### src/rtl/fetch_ctrl_pkg.sv
// Shared fetch-stage types: fetch FSM states, boot address default, control-transfer
// encodings used by the program counter and decoder, and the buffered entry format.
package fetch_ctrl_pkg;

   typedef enum logic [1:0] {
      ST_IDLE  = 2'd0,
      ST_REQ   = 2'd1,
      ST_WAIT  = 2'd2,
      ST_FLUSH = 2'd3
   } fetch_state_e;

   localparam logic [31:0] BOOT_ADDR_DEFAULT = 32'h0000_0000;

   typedef enum logic [1:0] {
      CT_NONE   = 2'd0,
      CT_BRANCH = 2'd1,
      CT_JAL    = 2'd2,
      CT_JALR   = 2'd3
   } ctrl_xfer_e;

   typedef struct packed {
      logic [31:0] pc;
      logic [31:0] instr;
   } fetch_entry_t;

   function automatic logic [31:0] word_align(input logic [31:0] addr);
      return {addr[31:2], 2'b00};
   endfunction

endpackage

### src/rtl/fetch_ctrl_fifo.sv
// Instruction buffer between fetch and decode: power-of-two circular FIFO with
// single-cycle flush that overrides push and pop.
module fetch_fifo
   import fetch_ctrl_pkg::*;
#(
   parameter int DEPTH = 2,
   localparam int PTR_W = $clog2(DEPTH),
   localparam int CNT_W = PTR_W + 1
) (
   input  logic             clk,
   input  logic             rst,
   input  logic             push_i,
   input  logic             pop_i,
   input  logic             flush_i,
   input  fetch_entry_t     wdata_i,
   output fetch_entry_t     rdata_o,
   output logic             full_o,
   output logic             empty_o,
   output logic [CNT_W-1:0] count_o
);

   fetch_entry_t     mem_q [DEPTH];
   logic [PTR_W-1:0] wr_ptr_q, wr_ptr_d, rd_ptr_q, rd_ptr_d;
   logic [CNT_W-1:0] count_q, count_d;
   logic             do_push, do_pop;

   assign full_o  = (count_q == CNT_W'(DEPTH));
   assign empty_o = (count_q == '0);
   assign count_o = count_q;
   assign rdata_o = mem_q[rd_ptr_q];

   always_comb begin
      do_push  = push_i && !full_o && !flush_i;
      do_pop   = pop_i && !empty_o && !flush_i;
      wr_ptr_d = wr_ptr_q;
      rd_ptr_d = rd_ptr_q;
      count_d  = count_q;
      if (flush_i) begin
         wr_ptr_d = '0;
         rd_ptr_d = '0;
         count_d  = '0;
      end else begin
         if (do_push) wr_ptr_d = wr_ptr_q + PTR_W'(1);
         if (do_pop)  rd_ptr_d = rd_ptr_q + PTR_W'(1);
         count_d = count_q + CNT_W'(do_push) - CNT_W'(do_pop);
      end
   end

   always_ff @(posedge clk or posedge rst) begin
      if (rst) begin
         wr_ptr_q <= '0;
         rd_ptr_q <= '0;
         count_q  <= '0;
      end else begin
         wr_ptr_q <= wr_ptr_d;
         rd_ptr_q <= rd_ptr_d;
         count_q  <= count_d;
      end
   end

   // Storage carries no reset; the top masks the head while the buffer is empty.
   always_ff @(posedge clk) begin
      if (do_push) mem_q[wr_ptr_q] <= wdata_i;
   end

endmodule

### src/rtl/fetch_ctrl.sv
// Instruction fetch controller: single-outstanding memory requests into a small buffer.
// Optional FETCH_MISALIGN_CHECK_EN halts fetch on a misaligned redirect target.
module fetch_ctrl
   import fetch_ctrl_pkg::*;
#(
   parameter logic [31:0] BOOT_ADDR = BOOT_ADDR_DEFAULT,
   parameter int          BUF_DEPTH = 2
) (
   input  logic        clk,
   input  logic        rst,
   output logic        imem_req_o,
   output logic [31:0] imem_addr_o,
   input  logic        imem_gnt_i,
   input  logic        imem_rvalid_i,
   input  logic [31:0] imem_rdata_i,
   input  logic        redirect_i,
   input  logic [31:0] redirect_addr_i,
   output logic        instr_valid_o,
   input  logic        instr_ready_i,
   output logic [31:0] instr_o,
   output logic [31:0] instr_pc_o,
   output logic        misaligned_o
);

   localparam int              CNT_W   = $clog2(BUF_DEPTH) + 1;
   localparam logic [CNT_W-1:0] DEPTH_C = CNT_W'(BUF_DEPTH);

   fetch_state_e     state_q, state_d;
   logic [31:0]      fetch_pc_q, fetch_pc_d;
   logic             boot_q, boot_d, halt_q, halt_d, mis_q, mis_d;
   logic             push, pop, flush, resp_pending, redir_bad;
   logic [31:0]      redir_tgt;
   logic [CNT_W-1:0] fifo_count, count_after;
   logic             fifo_empty, unused_fifo_full;
   fetch_entry_t     push_entry, head;

`ifdef FETCH_MISALIGN_CHECK_EN
   assign redir_bad = redirect_i && (redirect_addr_i[1:0] != 2'b00);
   assign redir_tgt = redirect_addr_i;
`else
   logic unused_addr_lsb;
   assign unused_addr_lsb = ^redirect_addr_i[1:0];
   assign redir_bad       = 1'b0;
   assign redir_tgt       = word_align(redirect_addr_i);
`endif

   // Any response still owed by memory at a redirect must be swallowed in FLUSH.
   assign resp_pending = ((state_q == ST_REQ)   &&  imem_gnt_i)    ||
                         ((state_q == ST_WAIT)  && !imem_rvalid_i) ||
                         ((state_q == ST_FLUSH) && !imem_rvalid_i);
   assign count_after  = fifo_count + CNT_W'(1) - CNT_W'(pop);
   assign boot_d       = 1'b0;
   assign mis_d        = redir_bad;

   always_ff @(posedge clk or posedge rst) begin
      if (rst) begin
         state_q    <= ST_IDLE;
         fetch_pc_q <= BOOT_ADDR;
         boot_q     <= 1'b1;
         halt_q     <= 1'b0;
         mis_q      <= 1'b0;
      end else begin
         state_q    <= state_d;
         fetch_pc_q <= fetch_pc_d;
         boot_q     <= boot_d;
         halt_q     <= halt_d;
         mis_q      <= mis_d;
      end
   end

   always_comb begin
      state_d    = state_q;
      fetch_pc_d = fetch_pc_q;
      halt_d     = halt_q;
      case (state_q)
         ST_IDLE:  if (!boot_q && !halt_q && (fifo_count < DEPTH_C)) state_d = ST_REQ;
         ST_REQ:   if (imem_gnt_i) begin
                      state_d    = ST_WAIT;
                      fetch_pc_d = fetch_pc_q + 32'd4;
                   end
         ST_WAIT:  if (imem_rvalid_i) state_d = (count_after < DEPTH_C) ? ST_REQ : ST_IDLE;
         ST_FLUSH: if (imem_rvalid_i) state_d = halt_q ? ST_IDLE : ST_REQ;
         default:  state_d = ST_IDLE;
      endcase
      if (redirect_i) begin
         halt_d = redir_bad;
         if (!redir_bad) fetch_pc_d = redir_tgt;
         if (resp_pending)   state_d = ST_FLUSH;
         else if (redir_bad) state_d = ST_IDLE;
         else                state_d = ST_REQ;
      end
   end

   always_comb begin
      imem_req_o = (state_q == ST_REQ);
      push       = (state_q == ST_WAIT) && imem_rvalid_i && !redirect_i;
      pop        = instr_valid_o && instr_ready_i && !redirect_i;
      flush      = redirect_i;
      push_entry = '{pc: fetch_pc_q - 32'd4, instr: imem_rdata_i};
   end

   assign imem_addr_o   = fetch_pc_q;
   assign instr_valid_o = !fifo_empty;
   assign instr_o       = instr_valid_o ? head.instr : 32'd0;
   assign instr_pc_o    = instr_valid_o ? head.pc    : 32'd0;
   assign misaligned_o  = mis_q;

   fetch_fifo #(.DEPTH(BUF_DEPTH)) u_fifo (
      .clk     (clk),
      .rst     (rst),
      .push_i  (push),
      .pop_i   (pop),
      .flush_i (flush),
      .wdata_i (push_entry),
      .rdata_o (head),
      .full_o  (unused_fifo_full),
      .empty_o (fifo_empty),
      .count_o (fifo_count)
   );

endmodule
### config.mk
export PLATFORM = sky130hd
export DESIGN_NAME = fetch_ctrl
export DESIGN_NICKNAME = d
export VERILOG_FILES = /design/src/rtl/fetch_ctrl_pkg.sv /design/src/rtl/fetch_ctrl_fifo.sv /design/src/rtl/fetch_ctrl.sv
export SDC_FILE = /design/constraint.sdc
export NUM_CORES = 1
export LEC_CHECK = 0
export ABC_AREA = 1
export BUFFER_PORTS_ARGS = -buffer_cell sky130_fd_sc_hd__buf_2
export CORE_AREA = 5 5 112 135
export DETAILED_ROUTE_END_ITERATION = 8
export DIE_AREA = 0 0 117 140
export HOLD_SLACK_MARGIN = 0.08
export PLACE_DENSITY = 0.93
export SLEW_MARGIN = 0
export SYNTH_ARGS = -nofsm -noshare
export SYNTH_HDL_FRONTEND = slang
export SYNTH_SLANG_ARGS = --single-unit
### constraint.sdc
create_clock -name clk -period 6.2 [get_ports clk]
set_input_delay 1.24 -clock clk [delete_from_list [all_inputs] [get_ports clk]]
set_output_delay 1.24 -clock clk [all_outputs]
set_load 0.01 [all_outputs]
==> results of run 1 <==
cells in the final DEF, fill, tap and decap left out, drive strengths merged:
| cell | Yosys | layout |
|---|---|---|
| nand2 | 288 | 288 |
| buf | 21 | 164 |
| edfxtp | 124 | 124 |
| nor2 | 104 | 104 |
| a21oi | 67 | 67 |
| inv | 59 | 62 |
| nand3 | 61 | 61 |
| dfrtp | 36 | 36 |
| xor2 | 32 | 32 |
| clkbuf | 21 | 18 |
| o21ai | 14 | 14 |
| o211ai | 7 | 7 |
| clkinv | 0 | 7 |
| o21bai | 6 | 6 |
| nand4 | 6 | 6 |
| conb | 1 | 6 |
| nor3 | 4 | 4 |
| ha | 4 | 4 |
| clkinvlp | 0 | 4 |
| xnor2 | 3 | 3 |
| and2 | 2 | 2 |
| o221ai | 2 | 2 |
| o31ai | 1 | 1 |
| or2 | 1 | 1 |
| a311oi | 1 | 1 |
| dfstp | 1 | 1 |
per-layer routing:
metal  routed length, um  global-route usage [%]  vias to the layer above
li1                    -                       -                     3135
met1                7600                    29.8                     2974
met2                9700                    40.5                      268
met3                1340                    4.44                       47
met4                 571                    8.03                        0
met5                   0                       0                        -
path summary, 6_finish.rpt:
path                                      end  cells after the start
setup reg to reg           u_fifo.mem_q[1][2]                      5
hold / removal                imem_addr_o[29]                      2
max in group asynchronous     u_fifo.rd_ptr_q                      3
setup / recovery               instr_pc_o[29]                      4
hold reg to reg               imem_addr_o[29]                      2
min in group asynchronous     imem_addr_o[18]                      3
stage by stage:
stage          hold slack [ns]  worst slack [ns]  area (um^2)  power [mW]
4_1_cts                  0.578              2.05         9330        2.97
6_report                 0.567              2.09         9330        2.96
2_1_floorplan            0.483              1.39         7940        1.80
3_5_place_dp             0.561              2.00         8790        2.03
3_3_place_gp             0.542              2.11         8790        2.00
5_1_grt                  0.634              1.78         9330        3.10
registers in the layout, summed over array words and instances (netlist names):
| signal | count |
|---|---|
| u_fifo.count_o | 2 |
| u_fifo.wr_ptr_q | 1 |
| u_fifo.rd_ptr_q | 1 |
| state_q | 2 |
| imem_addr_o | 30 |
| u_fifo.mem_q | 124 |
| boot_q | 1 |
cells by family (layout without fill, tap and decap cells):
group,after synthesis,after routing,share of synthesized area [%]
AO/OA/AOI/OAI,98,98,6.77
flip-flops,161,161,58.7
other,1,6,0.0473
buffers and inverters,101,255,5.46
adder cells (fa/ha/maj),4,4,0.632
XOR/XNOR,35,35,3.87
AND/OR/NAND/NOR,466,466,24.5
power by group:
| part | total, mW | internal (mW) | switching, mW | leakage, nW |
|---|---|---|---|---|
| clock | 0.943 | 0.516 | 0.427 | 0.251 |
| combinational | 0.623 | 0.208 | 0.415 | 2.17 |
| sequential | 1.39 | 1.27 | 0.123 | 1.57 |
worst max-delay path, stage by stage (launching register included):
cell                      delay (ns)
sky130_fd_sc_hd__dfrtp_2        1.11
sky130_fd_sc_hd__inv_2          0.77
sky130_fd_sc_hd__nand2_1        0.24
sky130_fd_sc_hd__a21oi_1        0.10
sky130_fd_sc_hd__buf_2          0.20
layout make-up:
class / instances / area (um^2) / share of cell area [%]
clock buffer: 18 / 429 / 4.60
clock inverter: 14 / 109 / 1.17
inverter: 59 / 221 / 2.37
multi-input combinational: 609 / 2870 / 30.8
sequential: 161 / 4650 / 49.9
tap: 171 / 214 / 2.29
timing repair buffer: 164 / 828 / 8.88
==> metrics, run 1 <==
Tcrit/Tclk final=66.3%; routed wirelength normalized by instance count=16.1 um; First-pass DRT Iterations=5; core area=13600 um^2; Critical Path Source Type=flip-flop; fraction of layout cells with a size suffix above 1=22.1%; CTS Buffer Depth=2; setup slack, reg-to-reg=3.48 ns; worst relative slew slack=21.5%; part of the Yosys area used for sequential elements=58.7%; clock network latency to the later pin of the worst-skew pair=0.41 ns; startpoint of the tightest hold check path=imem_addr_o[29]; Total Die Area=roughly 16000 um^2; total detailed-routing wirelength=19200 um; final cell utilization of the core=68.4%; vias in the first global route=between 6k and 7k; number of cell rows=47; Post-Syn Area=7920 um^2; cell type with the largest total area after synthesis=sky130_fd_sc_hd__edfxtp_1; count of mapped cells out of synthesis=866; Vias/cell=5.37; initial core utilization=58.1%; fin nets=1086; ys flop type=sky130_fd_sc_hd__edfxtp_1; most numerous cell types in the synthesized netlist=282 x sky130_fd_sc_hd__nand2_1, 124 x sky130_fd_sc_hd__edfxtp_1, 91 x sky130_fd_sc_hd__nor2_1; remaining global-route overflow=0; CTS Buf Count=17; initial antenna violation count=0; vias after detailed routing=6424; number of top-level design ports=169; number of I/O port buffers=161; Final Max Tran Viols=0; antenna viol nets, final=0; path type of the worst min-delay path=flip-flop to flip-flop; Worst setup startpoint=u_fifo.rd_ptr_q; status=complete, no violations; max-cap violation count=0; RSZ-0062 raised after global routing=no; hold_buf cts=0; most used standard cell by instance count after synthesis=sky130_fd_sc_hd__nand2_1; number of inserted diodes=0; # DRC=0; arrival time of the worst setup path=2.87 ns; number of hold violations in the final report=0; critical path required time=4.96 ns; dpl hpwl=roughly 14000 um; CTS tree=yes; maximum clock frequency=between 200 and 250 MHz; element type at the critical path end=output pin; highest net fanout along the worst path=64; aggregate negative setup slack=0 ns; CTS Sinks=161; number of setup buffers added after CTS=0; die boundary width=about 120 um; root buf cell=sky130_fd_sc_hd__clkbuf_16; clock-pin transition on the worst setup and hold timing paths=~0.070 ns; worst slew pin tran=1.18 ns; Avg Synthesized Cell Area=just over 9 um^2; maximum number of pins on one net before global-route repair=65; Final Setup Violations=0; Die Height=140 um; top-area cell type share of the netlist area=47.0%; number of synthesized flops with an enable pin=124; global-route usage over all layers=a little under a quarter; final standard cell count with taps included and fillers excluded=1196; RePlAce Congestion=0.942; Filler Cells Inserted=1078; Max IR drop VDD=201 uV; number of synthesized register bits=161; number of cells after detailed placement=1164; Post-Route Skew=0.0146 ns; maximum level of the CTS H-tree=4; Synth-to-Final Area Change=17.7%; Yosys warning count=0; power per unit of standard cell area=between 300 and 400 nW/um^2; post-synthesis async set-or-reset flop share=23.0%; Worst R2R Start=state_q[1]; critical path class=flip-flop to output pin; biggest area contributors in the synthesized netlist=sky130_fd_sc_hd__edfxtp_1 47%, sky130_fd_sc_hd__nand2_1 13%, sky130_fd_sc_hd__dfrtp_1 11%; wire length of the first global-routing pass=30400 um; reported leakage power=about 4.0 nW; distinct cell type count of the synthesized netlist=34; Min Clock Period, post-route=4.11 ns; count of routing violations after the opening detailed-route iteration=390; Resized Gates After CTS=0
No activity file was read; power rests on OpenSTA's default activity.
==> run 2: changes to the inputs <==
--- a/config.mk
+++ b/config.mk
@@ -5,13 +5,13 @@
 export SDC_FILE = /design/constraint.sdc
 export NUM_CORES = 1
 export LEC_CHECK = 0
-export ABC_AREA = 1
+export ABC_AREA = 0
 export BUFFER_PORTS_ARGS = -buffer_cell sky130_fd_sc_hd__buf_2
-export CORE_AREA = 5 5 112 135
+export CORE_AREA = 5 5 119 143
 export DETAILED_ROUTE_END_ITERATION = 8
-export DIE_AREA = 0 0 117 140
+export DIE_AREA = 0 0 124 148
 export HOLD_SLACK_MARGIN = 0.08
-export PLACE_DENSITY = 0.93
+export PLACE_DENSITY = 0.83
 export SLEW_MARGIN = 0
 export SYNTH_ARGS = -nofsm -noshare
 export SYNTH_HDL_FRONTEND = slang
==> constraint.sdc (replaced) <==
create_clock -name clk -period 3.72 [get_ports clk]
set_input_delay 0.744 -clock clk [delete_from_list [all_inputs] [get_ports clk]]
set_output_delay 0.744 -clock clk [all_outputs]
set_load 0.01 [all_outputs]
==> run 2 against run 1 <==
Effect of this change: non-clock buffer count up 6; combinational power down 34%; clock power up 92%; highest routed layer unchanged.
==> metrics, run 2 <==
status=complete, no violations; buffering stage count on the worst path with inverters included=2 (unchanged); distinct cell type count of the synthesized netlist=48 (+41%); die boundary width=124 um (+6.0%); RSZ-0062 raised after global routing=no; max-cap violation count=0 (unchanged); routed wirelength normalized by instance count=17.3 um (+7.5%); fin nets=826 (-24%); clock-pin transition on the worst setup and hold timing paths=0.06 ns (about the same); CTS Sinks=161 (unchanged); most common library cell in the layout ignoring fill and taps=sky130_fd_sc_hd__buf_2; number of cell rows=50 (+6.4%); CTS tree=yes; Tcrit/Tclk final=75.8%; PnR Total Power=4.32 mW (+46%); Critical Path Source Type=flip-flop; number of synthesized register bits=161 (unchanged); wire length of the first global-routing pass=26400 um (-13%); Filler Cells Inserted=1248 (+16%); core area=15500 um^2 (+13%); Critical Path, Cell by Cell=buf_12 -> mux2i_1 -> nor2_1 -> buf_2; global-route usage over all layers=18.5% (-5.1 points); worst slew pin tran=1.05 ns (-0.125 ns); critical path class=flip-flop to output pin; Avg Synthesized Cell Area=12.2 um^2 (+34%); Min Clock Period, post-route=2.82 ns; WL met3=1260 um (-6.4%); # DRC=0 (unchanged); worst relative slew slack=29.7% (+8.2 points); Resized Gates After CTS=0 (unchanged); count of mapped cells out of synthesis=605 (-30%); Final Max Tran Viols=0 (unchanged); dpl hpwl=11600 um (-15%); initial antenna violation count=1 (+1); clock network latency to the later pin of the worst-skew pair=0.42 ns (about the same); post-synthesis async set-or-reset flop share=23.0% (unchanged); highest net fanout along the worst path=32 (-50%); fraction of layout cells with a size suffix above 1=27.4% (+5.2 points); top-area cell type share of the netlist area=50.4% (+3.4 points); path type of the worst min-delay path=input pin to asynchronous set/reset pin; Yosys warning count=0 (unchanged); maximum clock frequency=~350 MHz; Most flops, register=u_fifo.mem_q; Critical Path Slowest Stage Cell=sky130_fd_sc_hd__dfrtp_4; Max IR drop VDD=255 uV (+27%); cell type with the largest total area after synthesis=sky130_fd_sc_hd__edfxtp_1; number of I/O port buffers=161 (unchanged); number of synthesized flops with an enable pin=124 (unchanged); aggregate negative setup slack=0 ns (unchanged); reported leakage power=3.43 nW (-14%); maximum number of pins on one net before global-route repair=63 (-3.1%); Fin Hold WS=0.479 ns (-0.0886 ns); biggest area contributors in the synthesized netlist=sky130_fd_sc_hd__edfxtp_1 50%, sky130_fd_sc_hd__dfrtp_1 12%, sky130_fd_sc_hd__mux2i_1 8.5%; setup slack after layout=0.902 ns (-1.18 ns); hold_buf cts=0 (unchanged); Die Height=148 um (+5.7%); initial core utilization=47.8% (-10 points); Synth-to-Final Area Change=21.6%; power per unit of standard cell area=481 nW/um^2 (+52%); critical path required time=2.98 ns (-1.98 ns); element type at the critical path end=output pin; maximum level of the CTS H-tree=4 (unchanged); number of setup buffers added after CTS=0 (unchanged); most numerous cell types in the synthesized netlist=124 x sky130_fd_sc_hd__edfxtp_1, 87 x sky130_fd_sc_hd__nor2_1, 63 x sky130_fd_sc_hd__mux2i_1; First-pass DRT Iterations=5 (unchanged); pre-CTS WS=0.955 ns (-1.04 ns); number of hold violations in the final report=0 (unchanged); ys flop type=sky130_fd_sc_hd__edfxtp_1; max reg flops=124 (unchanged); root buf cell=sky130_fd_sc_hd__clkbuf_16; number of top-level design ports=169 (unchanged); Post-Route Skew=0.00858 ns (-0.00602 ns); vias in the first global route=5190 (-17%); most used standard cell by instance count after synthesis=sky130_fd_sc_hd__edfxtp_1; highest metal used=met4; RePlAce Congestion=0.824 (-12%); cell family with most CP delay=flip-flops; count of routing violations after the opening detailed-route iteration=331 (-15%); CTS Buf Count=17 (unchanged); Total Die Area=18400 um^2 (+12%); arrival time of the worst setup path=2.07 ns (-0.80 ns); vias after detailed routing=5236 (-18%); Post-Syn Area=7390 um^2 (-6.7%); met1 routed wirelength after detailed routing=6920 um (-9.0%); CTS Buffer Depth=2 (unchanged); total detailed-routing wirelength=16800 um (-13%); Final Setup Violations=0 (unchanged); part of the Yosys area used for sequential elements=62.9% (+4.2 points); most used cells in the layout excluding fill and tap cells=161 x sky130_fd_sc_hd__buf_2, 124 x sky130_fd_sc_hd__edfxtp_1, 86 x sky130_fd_sc_hd__nor2_1, 63 x sky130_fd_sc_hd__mux2i_1, 36 x sky130_fd_sc_hd__nand2_1; antenna viol nets, final=0 (unchanged); peak per-stage delay on the critical path=0.81 ns (-0.30 ns); remaining global-route overflow=0 (unchanged); met2 routed WL=8510 um (-12%); Vias/cell=5.38 (+0.19%)
[run 2: cell count changes in the layout (fill, tap and decap cells not counted), moves of 8 or more]
cell / previous run / this run
sky130_fd_sc_hd__a21oi_1: 67 / 0
sky130_fd_sc_hd__nor3_1: 4 / 16
sky130_fd_sc_hd__mux2i_1: 0 / 63
sky130_fd_sc_hd__nor4_1: 0 / 9
sky130_fd_sc_hd__xor2_1: 32 / 24
sky130_fd_sc_hd__a31oi_1: 0 / 12
sky130_fd_sc_hd__nand4_1: 6 / 15
sky130_fd_sc_hd__or4_1: 0 / 18
sky130_fd_sc_hd__inv_1: 51 / 15
sky130_fd_sc_hd__xnor2_1: 3 / 13
sky130_fd_sc_hd__inv_2: 8 / 0
sky130_fd_sc_hd__o31ai_1: 1 / 10
sky130_fd_sc_hd__nand3_1: 60 / 19
sky130_fd_sc_hd__nand2_1: 282 / 36
[run 2: cell families (layout without fill, tap and decap cells)]
group	after synthesis	after routing	share of synthesized area (%)
buffers and inverters	62	216	3.76
other	1	7	0.0507
DFF	161	161	62.9
muxes	63	63	8.53
xor gates and xnor gates	37	37	4.38
and+or+nand+nor	224	224	14.8
AOI/OAI and AO/OA	53	53	4.91
adders and majority gates	4	4	0.677
[run 2: layout make-up]
cell class / instances / area [um^2] / area share (%)
clock inverter: 14 / 190 / 2.12
inverter: 15 / 56.3 / 0.626
multi-input combinational: 387 / 2500 / 27.8
sequential: 161 / 4650 / 51.8
antenna: 1 / 2.50 / 0.0278
timing repair buffer: 170 / 898 / 10.0
tap: 208 / 260 / 2.90
clock buffer: 17 / 425 / 4.73
[run 2: metal layers]
metal	global-route usage, %	vias up
met5	0	-
li1	-	2503
met1	23.2	2529
met3	4.71	10
met2	32.1	194
met4	4.38	0
[run 2: report_power, final]
group	switching, mW	internal [mW]
combinational	0.241	0.170
clock	0.733	1.08
sequential	0.0938	2.01
total	1.07	3.25
[run 2: final timing paths]
| path | startpoint | endpoint | slack (ns) | cells after the start |
|---|---|---|---|---|
| min in group clk | imem_rdata_i[12] | u_fifo.mem_q[1][12] | 0.51 | 1 |
| max | u_fifo.rd_ptr_q | instr_o[19] | 0.90 | 4 |
| max reg2reg | imem_addr_o[4] | imem_addr_o[26] | 1.18 | 4 |
| min | rst | imem_addr_o[27] | 0.48 | 2 |
| max in group asynchronous | rst | boot_q | 2.41 | 3 |
| min reg2reg | u_fifo.wr_ptr_q | u_fifo.wr_ptr_q | 0.59 | 2 |
[run 2: worst reg2reg max path: cells and delay by family (launching register included)]
| family | cells | cell delay, ns |
|---|---|---|
| simple gates | 3 | 1.72 |
| flops | 1 | 0.53 |
| compound gates | 1 | 0.19 |
[run 2: through the flow]
step                      cell area [um^2]  cells  utilization (%)
after floorplan                       7410    610                -
after global placement                8370    941             54.2
after detailed placement              8370    941             54.2
after CTS                             8980    972             58.1
after global routing                  8990    973             58.2
final                                 8990    973             58.2
==> run 3: changes to the inputs <==
--- a/config.mk
+++ b/config.mk
@@ -7,11 +7,11 @@
 export LEC_CHECK = 0
 export ABC_AREA = 0
 export BUFFER_PORTS_ARGS = -buffer_cell sky130_fd_sc_hd__buf_2
-export CORE_AREA = 5 5 119 143
+export CORE_AREA = 5 5 113 137
 export DETAILED_ROUTE_END_ITERATION = 8
-export DIE_AREA = 0 0 124 148
+export DIE_AREA = 0 0 118 142
 export HOLD_SLACK_MARGIN = 0.08
-export PLACE_DENSITY = 0.83
+export PLACE_DENSITY = 0.87
 export SLEW_MARGIN = 0
 export SYNTH_ARGS = -nofsm -noshare
 export SYNTH_HDL_FRONTEND = slang
==> constraint.sdc (replaced) <==
create_clock -name clk -period 2.8 [get_ports clk]
set_input_delay 0.56 -clock clk [delete_from_list [all_inputs] [get_ports clk]]
set_output_delay 0.56 -clock clk [all_outputs]
set_load 0.01 [all_outputs]
==> run 3 against run 2 <==
Effect of this change: die area decreased by 8.7%; sequential share of layout area increased by 0.18 points; critical path depth grew 2; design area fell by 0.35%; cell count is 2.7% lower; wire length decreased by 3.7%; non-clock buffer count up 7; setup slack got worse by 0.61 ns; clock skew is 0.0070 ns higher; critical path type is now flip-flop to flip-flop; largest power group unchanged.
==> metrics, run 3 (synthesized netlist as in run 2, its figures left out) <==
reported leakage power=3.45 nW (+0.43%); power share of the sequential group=50.7% (+2.1 points); number of cells after detailed placement=915 (-2.8%); First-pass DRT Iterations=4 (-1); antenna viol nets, final=0 (unchanged); initial antenna violation count=0 (-1); count of routing violations after the opening detailed-route iteration=358 (+8.2%); initial core utilization=52.6% (+4.8 points); PnR Total Power=5.49 mW (+27%); vias in the first global route=5406 (+4.2%); max-cap violation count=0 (unchanged); Placed Instance Area=8410 um^2 (+0.43%); total detailed-routing wirelength=16200 um (-3.7%); pre-CTS WS=0.409 ns (-0.546 ns); maximum level of the CTS H-tree=4 (unchanged); number of hold violations in the final report=0 (unchanged); dpl hpwl=11300 um (-2.5%); setup slack after layout=0.287 ns (-0.615 ns); Die Height=142 um (-4.1%); Resized Gates After CTS=0 (unchanged); CTS Buf Count=17 (unchanged); Max IR drop VDD=487 uV (+91%); # DRC=0 (unchanged); highest net fanout along the worst path=7 (-78%); Psw=1.42 mW (+33%); fraction of layout cells with a size suffix above 1=28.0% (+0.62 points); most used cells in the layout excluding fill and tap cells=161 x sky130_fd_sc_hd__buf_2, 124 x sky130_fd_sc_hd__edfxtp_1, 86 x sky130_fd_sc_hd__nor2_1, 63 x sky130_fd_sc_hd__mux2i_1, 36 x sky130_fd_sc_hd__nand2_1; Final Setup Violations=0 (unchanged); fin nets=833 (+0.85%); vias after detailed routing=5231 (-0.095%); Tcrit/Tclk final=approximately 90%; switching share of power=25.9% (+1.2 points); routed wirelength normalized by instance count=17.1 um (-1.0%); global-route usage over all layers=19.7% (+1.2 points); critical path required time=2.94 ns (-0.04 ns); Most flops, register=u_fifo.mem_q; CTS Buffer Depth=2 (unchanged); remaining global-route overflow=0 (unchanged); core area=14100 um^2 (-9.1%); CTS Sinks=161 (unchanged); Post-Route Skew=0.0156 ns (+0.00702 ns); number of cell rows=48 (-4.0%); Critical Path Source Type=flip-flop; wire length of the first global-routing pass=26700 um (+1.1%); fraction of power consumed by combinational cells=10.4% (+0.9 points); status=complete, no violations; arrival time of the worst setup path=2.66 ns (+0.59 ns); aggregate negative setup slack=0 ns (unchanged); final cell utilization of the core=63.7% (+5.6 points); clock-pin transition on the worst setup and hold timing paths=0.07 ns (about the same); clock network latency to the later pin of the worst-skew pair=0.42 ns (about the same); worst relative slew slack=57.6% (+28 points); Post-Layout Inst Area=8960 um^2 (-0.35%); Vias/cell=5.52 (+2.6%); path type of the worst min-delay path=input pin to asynchronous set/reset pin; most common library cell in the layout ignoring fill and taps=sky130_fd_sc_hd__buf_2; RePlAce Congestion=0.827 (+0.34%); element type at the critical path end=flip-flop; Min Clock Period, post-route=2.51 ns; power per unit of standard cell area=613 nW/um^2 (+28%); share of total power in the clock network=38.9% (-3.0 points); critical path class=flip-flop to flip-flop; worst slew pin tran=0.632 ns (-0.422 ns); final standard cell count with taps included and fillers excluded=947 (-2.7%); hold_buf cts=0 (unchanged); Synth-to-Final Area Change=21.1%; number of inserted diodes=0 (-1); CTS tree=yes; Filler Cells Inserted=1143 (-8.4%); root buf cell=sky130_fd_sc_hd__clkbuf_16; number of setup buffers added after CTS=0 (unchanged); number of top-level design ports=169 (unchanged); number of I/O port buffers=161 (unchanged); Fin Hold WS=0.245 ns (-0.233 ns); max reg flops=124 (unchanged); Total Die Area=16800 um^2 (-8.7%); maximum number of pins on one net before global-route repair=63 (unchanged); maximum clock frequency=roughly 400 MHz; die boundary width=118 um (-4.8%); RSZ-0062 raised after global routing=no; Int Power=4.07 mW (+25%); Final Max Tran Viols=0 (unchanged)
==> run 3: cell count changes in the layout (fill, tap and decap cells not counted) <==
| cell | change |
|---|---|
| sky130_fd_sc_hd__buf_4 | +5 |
| sky130_fd_sc_hd__bufinv_16 | -3 |
| sky130_fd_sc_hd__buf_12 | +2 |
| sky130_fd_sc_hd__clkinv_2 | +2 |
| sky130_fd_sc_hd__clkbuf_1 | +1 |
| sky130_fd_sc_hd__clkinv_4 | -1 |
| sky130_fd_sc_hd__diode_2 | -1 |
| sky130_fd_sc_hd__inv_6 | +1 |
| sky130_fd_sc_hd__inv_8 | +1 |
==> run 3: final cells by class <==
class                           count  area [um^2]  share of cell area [%]
Sequential cell                   161         4650                    52.0
Multi-Input combinational cell    387         2500                    27.9
Timing Repair Buffer              177          976                    10.9
Clock buffer                       18          429                    4.79
Tap cell                          175          219                    2.44
Clock inverter                     14          121                    1.36
Inverter                           15         56.3                   0.629
==> run 3: final timing paths <==
check / from / to / slack [ns] / depth (start not counted)
worst min-delay path: rst / imem_addr_o[25] / 0.25 / 3
worst max-delay path: imem_addr_o[2] / u_fifo.mem_q[1][58] / 0.29 / 6
worst min register to register: u_fifo.wr_ptr_q / u_fifo.wr_ptr_q / 0.61 / 2
worst max register to register: imem_addr_o[2] / u_fifo.mem_q[1][58] / 0.29 / 6
min in group clk: imem_rdata_i[29] / u_fifo.mem_q[0][29] / 0.33 / 1
max in group asynchronous: rst / u_fifo.rd_ptr_q / 2.16 / 3
==> run 3: metal layers <==
| layer | track usage [%] | part of all wire (%) | up-vias |
|---|---|---|---|
| li1 | - | - | 2531 |
| met1 | 24.3 | 42 | 2484 |
| met2 | 33.8 | 51 | 191 |
| met3 | 4.49 | 5.2 | 25 |
| met4 | 8.39 | 2.4 | 0 |
| met5 | 0 | 0 | - |
==> run 3: critical path, cell delays in order, from the launching register on <==
cell	delay (ns)
sky130_fd_sc_hd__dfrtp_1	0.42
sky130_fd_sc_hd__inv_1	0.14
sky130_fd_sc_hd__ha_1	0.26
sky130_fd_sc_hd__nor4b_1	0.48
sky130_fd_sc_hd__nand4_1	0.43
sky130_fd_sc_hd__nor3_1	0.37
sky130_fd_sc_hd__xor2_1	0.12
==> run 3: power by group through the flow <==
stage	Clock [mW]	Sequential, mW	Combinational (mW)
after floorplan	0	2.79	0.366
after detailed placement	0	2.83	0.570
after global routing	2.31	2.79	0.633
final	2.14	2.78	0.572
after global placement	0	2.82	0.552
after CTS	2.18	2.78	0.577
